### src/rtl/tfc_pkg.sv
// Shared TFC definitions: command bit positions, orbit length and the
// calibration sequencer state encoding.
package tfc_pkg;

  localparam int unsigned TFC_BXRST  = 0;
  localparam int unsigned TFC_FERST  = 1;
  localparam int unsigned TFC_HEADER = 2;
  localparam int unsigned TFC_CALIB  = 3;
  localparam int unsigned TFC_NZS    = 4;
  localparam int unsigned TFC_SNAP   = 5;
  localparam int unsigned TFC_SYNCH  = 6;
  localparam int unsigned TFC_BXVETO = 7;

  localparam int unsigned BX_MAX_DEF    = 3563;
  localparam int unsigned CAL_DLY_WIDTH = 8;

  typedef enum logic [1:0] {
    CAL_IDLE = 2'd0,
    CAL_WAIT = 2'd1,
    CAL_FIRE = 2'd2
  } cal_state_e;

endpackage

### src/rtl/tfc_calib_seq.sv
// Calibration sequencer: delays an accepted Calib command by a latched
// number of cycles and emits a single-cycle pulse; FEReset aborts it.
module tfc_calib_seq
  import tfc_pkg::*;
(
  input  logic                     clk,
  input  logic                     rst_n,
  input  logic                     calib_i,
  input  logic                     abort_i,
  input  logic [CAL_DLY_WIDTH-1:0] cal_delay_i,
  output logic                     pulse_o,
  output logic                     busy_o,
  output logic                     overrun_evt_c
);

  cal_state_e               state_q;
  logic [CAL_DLY_WIDTH-1:0] cnt_q;

  // A Calib is only dropped in WAIT; an abort in the same word masks it.
  assign overrun_evt_c = calib_i && !abort_i && (state_q == CAL_WAIT);

  always_ff @(posedge clk or negedge rst_n) begin
    if (!rst_n) begin
      state_q <= CAL_IDLE;
      cnt_q   <= '0;
      pulse_o <= 1'b0;
      busy_o  <= 1'b0;
    end else begin
      pulse_o <= 1'b0;
      busy_o  <= 1'b1;
      if (abort_i) begin
        state_q <= CAL_IDLE;
        cnt_q   <= '0;
        busy_o  <= 1'b0;
      end else begin
        case (state_q)
          // FIRE accepts a new command exactly like IDLE for back-to-back use.
          CAL_IDLE, CAL_FIRE: begin
            if (calib_i) begin
              if (cal_delay_i == CAL_DLY_WIDTH'(0)) begin
                state_q <= CAL_FIRE;
                pulse_o <= 1'b1;
              end else begin
                state_q <= CAL_WAIT;
                cnt_q   <= cal_delay_i;
              end
            end else begin
              state_q <= CAL_IDLE;
              busy_o  <= 1'b0;
            end
          end
          CAL_WAIT: begin
            if (cnt_q == CAL_DLY_WIDTH'(1)) begin
              state_q <= CAL_FIRE;
              pulse_o <= 1'b1;
            end else begin
              cnt_q <= cnt_q - CAL_DLY_WIDTH'(1);
            end
          end
          default: begin
            state_q <= CAL_IDLE;
            busy_o  <= 1'b0;
          end
        endcase
      end
    end
  end

endmodule

### src/rtl/tfc_cmd_decoder.sv
// TFC command decoder: registered command strobes, local BX counter with
// orbit check, FE reset stretcher and calibration sequencing.
module tfc_cmd_decoder
  import tfc_pkg::*;
#(
  parameter int unsigned TFC_WIDTH  = 8,
  parameter int unsigned BX_MAX     = BX_MAX_DEF,
  parameter int unsigned BXID_WIDTH = 12,
  parameter int unsigned FE_RST_LEN = 4
) (
  input  logic                     main_clk,
  input  logic                     rst_n,
  input  logic [TFC_WIDTH-1:0]     tfc_in,
  input  logic [CAL_DLY_WIDTH-1:0] cal_delay,
  input  logic                     err_clr,
  output logic [BXID_WIDTH-1:0]    bxid,
  output logic                     bx_reset_o,
  output logic                     fe_reset_o,
  output logic                     header_o,
  output logic                     nzs_o,
  output logic                     snapshot_o,
  output logic                     sync_o,
  output logic                     bx_veto_o,
  output logic                     calib_pulse,
  output logic                     calib_busy,
  output logic                     sync_err,
  output logic                     calib_overrun
);

  localparam int unsigned FE_CNT_W = $clog2(FE_RST_LEN + 1);

  logic                  bx_rst;
  logic                  fe_rst;
  logic                  ovr_evt;
  logic [BXID_WIDTH-1:0] bxid_q, bxid_d;
  logic                  first_seen_q, first_seen_d;
  logic                  sync_err_q, sync_err_d;
  logic                  overrun_q, overrun_d;
  logic [FE_CNT_W-1:0]   fe_cnt_q, fe_cnt_d;
  logic                  fe_q;
  logic [6:0]            strb_q;

  assign bx_rst = tfc_in[TFC_BXRST];
  assign fe_rst = tfc_in[TFC_FERST];

  tfc_calib_seq u_calib_seq (
    .clk           (main_clk),
    .rst_n         (rst_n),
    .calib_i       (tfc_in[TFC_CALIB]),
    .abort_i       (fe_rst),
    .cal_delay_i   (cal_delay),
    .pulse_o       (calib_pulse),
    .busy_o        (calib_busy),
    .overrun_evt_c (ovr_evt)
  );

  // Next-state for counter, orbit check, sticky flags and FE stretcher.
  always_comb begin
    bxid_d       = bxid_q + BXID_WIDTH'(1);
    first_seen_d = first_seen_q;
    sync_err_d   = sync_err_q & ~err_clr;
    overrun_d    = (overrun_q & ~err_clr) | ovr_evt;
    fe_cnt_d     = '0;
    if (bxid_q == BXID_WIDTH'(BX_MAX)) bxid_d = '0;
    if (bx_rst) begin
      bxid_d       = '0;
      first_seen_d = 1'b1;
      if (first_seen_q && (bxid_q != BXID_WIDTH'(BX_MAX))) sync_err_d = 1'b1;
    end
    if (fe_rst) fe_cnt_d = FE_CNT_W'(FE_RST_LEN);
    else if (fe_cnt_q != '0) fe_cnt_d = fe_cnt_q - FE_CNT_W'(1);
  end

  always_ff @(posedge main_clk or negedge rst_n) begin
    if (!rst_n) begin
      bxid_q       <= '0;
      first_seen_q <= 1'b0;
      sync_err_q   <= 1'b0;
      overrun_q    <= 1'b0;
      fe_cnt_q     <= '0;
      fe_q         <= 1'b0;
      strb_q       <= '0;
    end else begin
      bxid_q       <= bxid_d;
      first_seen_q <= first_seen_d;
      sync_err_q   <= sync_err_d;
      overrun_q    <= overrun_d;
      fe_cnt_q     <= fe_cnt_d;
      fe_q         <= (fe_cnt_d != '0);
      strb_q       <= {tfc_in[TFC_BXVETO], tfc_in[TFC_SYNCH], tfc_in[TFC_SNAP],
                       tfc_in[TFC_NZS], tfc_in[TFC_HEADER], 1'b0, bx_rst};
    end
  end

  assign bxid          = bxid_q;
  assign bx_reset_o    = strb_q[0];
  assign header_o      = strb_q[2];
  assign nzs_o         = strb_q[3];
  assign snapshot_o    = strb_q[4];
  assign sync_o        = strb_q[5];
  assign bx_veto_o     = strb_q[6];
  assign fe_reset_o    = fe_q;
  assign sync_err      = sync_err_q;
  assign calib_overrun = overrun_q;

  logic unused_ok;
  assign unused_ok = strb_q[1];

endmodule

### config.mk
export PLATFORM = sky130hd
export DESIGN_NAME = tfc_cmd_decoder
export DESIGN_NICKNAME = d
export VERILOG_FILES = /design/src/rtl/tfc_pkg.sv /design/src/rtl/tfc_calib_seq.sv /design/src/rtl/tfc_cmd_decoder.sv
export SDC_FILE = /design/constraint.sdc
export NUM_CORES = 1
export LEC_CHECK = 0
export BUFFER_PORTS_ARGS = -buffer_cell sky130_fd_sc_hd__buf_2
export CELL_PAD_IN_SITES_DETAIL_PLACEMENT = 0
export CELL_PAD_IN_SITES_GLOBAL_PLACEMENT = 1
export CORE_MARGIN = 8
export CORE_UTILIZATION = 36
export DETAILED_ROUTE_END_ITERATION = 16
export PLACE_DENSITY = 0.71
export SKIP_CTS_REPAIR_TIMING = 1
export SYNTH_ARGS = -nofsm -noshare
export SYNTH_HDL_FRONTEND = slang
export SYNTH_SLANG_ARGS = --single-unit
### constraint.sdc
create_clock -name main_clk -period 1.6 [get_ports main_clk]
set_clock_uncertainty 0.1 [all_clocks]
set_input_delay 0.08 -clock main_clk [delete_from_list [all_inputs] [get_ports main_clk]]
set_output_delay 0.08 -clock main_clk [all_outputs]
set_load 0.05 [all_outputs]
## After elaboration in Yosys (flattened, before gate mapping)

Index checks and enable logic that the tools add are counted.

- Output and inout bits: 23
- Word-level logic and storage cells: 62
- Bits in registers: 37

- $add $sub $neg: 3
- Reductions and logical operators: 11
- Bitwise logic cells: 4
- Equal/unequal tests: 9
- Mux-type cells: 24

Operators by type and width:

| cell | count |
|---|---|
| two-way mux 8 bit | 4 |
| two-way mux 12 bit | 2 |
| one-hot mux 8 bit (2 select lines) | 1 |
| adder 12 x 1 -> 12 bit (second input constant) | 1 |
| equality test 12 bit (second input constant) | 1 |
| != test 12 bit (second input constant) | 1 |
| != test 3 bit (second input constant) | 4 |
| nonzero test 3 bit | 3 |
| equality test 8 x 1 -> 1 bit (second input constant) | 1 |
| zero test 8 bit | 1 |
| two-way mux 1 bit | 8 |
| two-way mux 2 bit | 4 |
| subtractor 8 x 1 -> 8 bit (second input constant) | 1 |
| two-way mux 3 bit | 2 |
| one-hot mux 1 bit (2 select lines) | 2 |
| one-hot mux 2 bit (2 select lines) | 1 |
| AND reduction 4 bit | 1 |
| logical AND 1 bit | 3 |
| subtractor 3 x 1 -> 3 bit (second input constant) | 1 |
| bitwise AND 1 bit | 2 |
| equality test 2 x 1 -> 1 bit (second input constant) | 1 |
| equality test 2 bit (second input constant) | 1 |
| zero test 2 bit | 1 |
| OR reduction 2 bit | 1 |
| other kinds (3) | 3 |

## Longest topological paths before layout

- Depth after elaboration: 5
- Gate-level depth with buffers: 6

## Modules after synthesis

A second synthesis with hierarchy kept.

- Cells, all modules: 182
- Area total of the unflattened synthesis: 1,870.5 um^2

Modules (own cells, without submodules):

| module | times used | sequential area each (um^2) | cells an instance | area an instance (um^2) |
|---|---|---|---|---|
| tfc_cmd_decoder | 1 | 625.6 | 90 | 1,031.0 |
| tfc_calib_seq | 1 | 300.3 | 92 | 839.6 |

## Worst setup path before layout

Ideal clock, no wire load.

- Path kind: flip-flop to flip-flop
- Start point: register bxid_q[0], in the netlist bxid[0]
- End point: register bxid_q[4], in the netlist bxid[4]
- Stages on the path, launching flop included: 7
- Setup slack: -266 ps
- Path buffers: 1
- Library setup time: 73 ps
- Arrival time: 1,693 ps
- Cells stage by stage: dfrtp_1 -> ha_1 -> and4_1 -> and3_1 -> or2_1 -> buf_2 -> nor2_1

- Longest elaborated chain between the ends: 3
- Elaborated cells between the ends (all ways): 4

RTL lines:

| element | RTL line | text |
|---|---|---|
| start, declared | tfc_cmd_decoder.sv:35 | `logic [BXID_WIDTH-1:0] bxid_q, bxid_d;` |
| start signal, assigned | tfc_cmd_decoder.sv:84 | `bxid_q <= bxid_d;` |
| adder 12 x 1 -> 12 bit / equality test 12 bit (equally long branches) | tfc_cmd_decoder.sv:59, tfc_cmd_decoder.sv:64 |  |
| two-way mux 12 bit (*) | tfc_cmd_decoder.sv:64 | `if (bxid_q == BXID_WIDTH'(BX_MAX)) bxid_d = '0;` |
| two-way mux 12 bit (*) | tfc_cmd_decoder.sv:65 | `if (bx_rst) begin` |
| via bxid_d[4] | tfc_cmd_decoder.sv:35 |  |

The timed path passes the listed nets; every way through them passes the cells marked *.
A chain may end at the register's enable or synchronous reset.

## Worst setup path after layout

- Start point: register u_calib_seq.cnt_q[5]
- End point: register u_calib_seq.cnt_q[3]

- Longest elaborated chain between the ends: 3

RTL lines:

| element | RTL line | text |
|---|---|---|
| start, declared | tfc_calib_seq.sv:17 | `logic [CAL_DLY_WIDTH-1:0] cnt_q;` |
| start signal, assigned | tfc_calib_seq.sv:45 | `cnt_q <= cal_delay_i;` |
| start signal, assigned | tfc_calib_seq.sv:57 | `cnt_q <= cnt_q - CAL_DLY_WIDTH'(1);` |
| equality test 8 x 1 -> 1 bit | tfc_calib_seq.sv:53 | `if (cnt_q == CAL_DLY_WIDTH'(1)) begin` |
| != test 3 bit (no line) | n/a |  |
| AND reduction 4 bit (no line) | n/a |  |

No other way between the ends.

==> summary.txt <==
Critical path
  – Crit path arrival time: about 1.8 ns
  – Nature of the critical path startpoint: flop
  – Worst EP required: ~1.7 ns
  – CP Class: reg -> reg
  – Critical path fanouts, max: 5
  – Worst Setup End Kind: flop

Routing
  – First-pass DRT Iterations: 4
  – Vias per inst: approximately 5.1
  – Routed WL: 4530 um
  – DRC: 0
  – DRT iter0 DRCs: 54
  – Final ANT Viol Nets: 0
  – Via count: between 1,500 and 2,000
  – WL per Instance: 15.1 um

Global routing
  – GR Overflow Total: 0
  – Vias in the first global route: 1,537
  – Initial antenna violation count: 0
  – Global Route Usage Sum: between 10% and 20%
  – Pin count of the biggest net entering global routing: 20
  – First-pass GRT wire length: between 7000 and 8000 um

STA
  – Final period util: 103%
  – Hold Violations, Final: 0
  – Max-slew violations: 0
  – Slew of the pin with the lowest slew margin: between 0.4 and 0.5 ns
  – Final setup fails: 8
  – F_max: about 0.60 GHz
  – Rel. slew slack: roughly 70%
  – RSZ-0062 raised after global routing: yes
  – Final min period: between 1.5 and 2 ns
  – Fin worst setup slack: -0.0559 ns

Yosys
  – Ys async rst share: 100%
  – Syn_nets: between 150 and 200
  – Synth Area in Simple Gates: 22.6%
  – Synth Instances: ~160
  – Number of synthesized flops with an enable pin: 0
  – Top cells by area, synth: dfrtp_1 53%, nor2_1 4.9%, xor2_1 3.5%, o2bb2ai_1 3.0%, a21oi_1 2.9%
  – Cell taking the most area after synthesis: dfrtp_1
  – Mux contribution to synthesized area: less than 1%
  – Register area share after synthesis: 53.1%
  – Mean post-synth cell area: 10.8 um2
  – Yosys warns: 0
  – Synth Area in Compound Gates: 13.6%
  – Number of distinct library cells after synthesis: 39
  – Largest family of logic cells by synthesized area: simple AND/OR/NAND/NOR gates
  – #FFs+latches synth: 37
  – Synthesized area: about 1700 um2
  – Yosys top cell area share: ~53%
  – Most frequent cell after synthesis: dfrtp_1
  – XOR/XNOR Fraction of Synth Area: under 10%
  – Adder-cell share of the synthesized area: 2.15%
  – Most frequent cells after synthesis: 37 x dfrtp_1, 23 x nor2_1, 10 x a21oi_1, 9 x nand3_1, 7 x xor2_1
  – Prevailing post-synth register cell: dfrtp_1

Final layout
  – Area delta synth->final: 45.1%
  – Final core utilization: a little over half
  – FILL cells: roughly 430
  – # diodes: 0
  – Nets: between 200 and 300
  – Final instance area: around 2500 um2
  – Share of cells above drive strength 1: between 40% and 50%

Power and ir drop
  – Overall Power: ~2500 uW
  – Lkg Pwr: between 0.001 and 0.0015 uW
  – Peak supply drop: 0.552 mV
  – Pwr dens: 1010 nW/um2

Placement
  – IO Port Bufs: 41
  – Post-DP Area: roughly 2300 um2
  – Final HPWL DP: about 3400 um
  – Routability Congestion: approximately 0.83

Status
  – Status: finished, violations left
  – Violated checks: setup timing

Clock network
  – Clk buf depth: 2
  – Worst skew pair latency: 0.28 ns
  – CTS tree: yes
  – H-tree levels: 2
  – Total CTS buffers: 5
  – Root buffer cell: clkbuf_8
  – Reg clk slew, reported paths: ~0.07 ns
  – CTS Sinks: 37

Floorplanning
  – # rows: 25
  – Initial core utilization: between 30% and 40%
  – Die Width: about 86 um
  – Core area: 4690 um2
  – I/O pins: between 40 and 50
  – Die ar.: 7330 um2
  – Die Y: 85.6 um

Run
  – Max_cap viols: 0

Worst hold path
  – Worst hold path type: in -> reg
power breakdown:
part	switching, uW	leakage (uW)	total (uW)	internal, uW
Combinational	436	0.000671	809	373
Sequential	69.0	0.000463	1080	1010
Clock	307	0.0000455	659	351
critical path: stages, from the launching register on:
cell and delay, ns:
dfrtp_1 0.43, nor4_4 0.37, nand4b_4 0.18, a211oi_4 0.34
o2bb2ai_1 0.17
logic make-up (layout without fill, tap and decap cells):
logic type | after synthesis | in the layout
flip-flops | 37 | 37
XOR/XNOR | 11 | 11
AO/OA/AOI/OAI | 30 | 30
AND/OR/NAND/NOR | 68 | 69
buffers and inverters | 11 | 94
adder cells (fa/ha/maj) | 3 | 3
multiplexers | 1 | 1
placed cells by master (no fill, tap or decap), types with 3 or more instances in the layout:
cell type,netlist,final
buf_4,0,28
dfrtp_2,0,7
clkbuf_8,0,6
nand2_1,6,6
dlygate4sd3_1,0,8
o2bb2ai_1,6,6
nand3_1,9,9
dfrtp_1,37,30
o31ai_2,1,4
xnor2_1,4,4
buf_2,1,41
inv_1,6,6
nor3_1,6,4
nor2_1,23,21
xor2_1,7,7
a21oi_1,10,9
nand2b_1,3,3
final cells by class:
class	instances	area [um2]	share of cell area, %
timing repair buffer	79	527	20.8
multi-input combinational	114	886	35.0
sequential	37	935	36.9
clock buffer	8	90.1	3.56
inverter	7	26.3	1.04
tap	54	67.6	2.67
path summary, 6_finish.rpt:
kind / startpoint / to / slack (ns) / cells past startpoint
max in group asynchronous: rst_n / bxid[2]$_DFF_PN0_ / 0.74 / 3
worst max-delay path: u_calib_seq.cnt_q[5]$_DFFE_PN0P_ / u_calib_seq.cnt_q[3]$_DFFE_PN0P_ / -0.06 / 4
worst min-delay path: err_clr / sync_err$_DFF_PN0_ / 0.003 / 3
worst max register to register: u_calib_seq.cnt_q[5]$_DFFE_PN0P_ / u_calib_seq.cnt_q[3]$_DFFE_PN0P_ / -0.06 / 4
worst min register to register: first_seen_q$_DFFE_PN0P_ / first_seen_q$_DFFE_PN0P_ / 0.37 / 1
min in group asynchronous: rst_n / strb_q[2]$_DFF_PN0_ / 0.19 / 2
registers in the layout, indices dropped and copies added, names as in the netlist:
register and flops:
first_seen_q 1, fe_cnt_q 3, u_calib_seq.busy_o 1, u_calib_seq.cnt_q 8, sync_err 1, bxid 12, calib_overrun 1, fe_reset_o 1
u_calib_seq.pulse_o 1, u_calib_seq.state_q 2, strb_q 6
per-stage QoR:
stage               std cells  hold slack (ns)  setup WS (ns)  TNS [ns]
floorplan                 161           -0.316        -0.0712    -0.739
global placement          280          -0.0590        -0.0355    -0.154
detailed placement        280          -0.0320        -0.0686    -0.734
CTS                       288           -0.339        -0.0879     -1.03
global route              299          0.00864         -0.149     -1.15
finish                    299          0.00331        -0.0559    -0.254
routing by layer:
metal,part of all wire [%],vias to the layer above,global-route usage [%]
met5,0,-,0
li1,-,738,-
met1,39,747,13.6
met2,55,30,21.9
met3,4.9,2,3.92
met4,0.51,0,3.82
No activity file was read; power rests on OpenSTA's default activity.
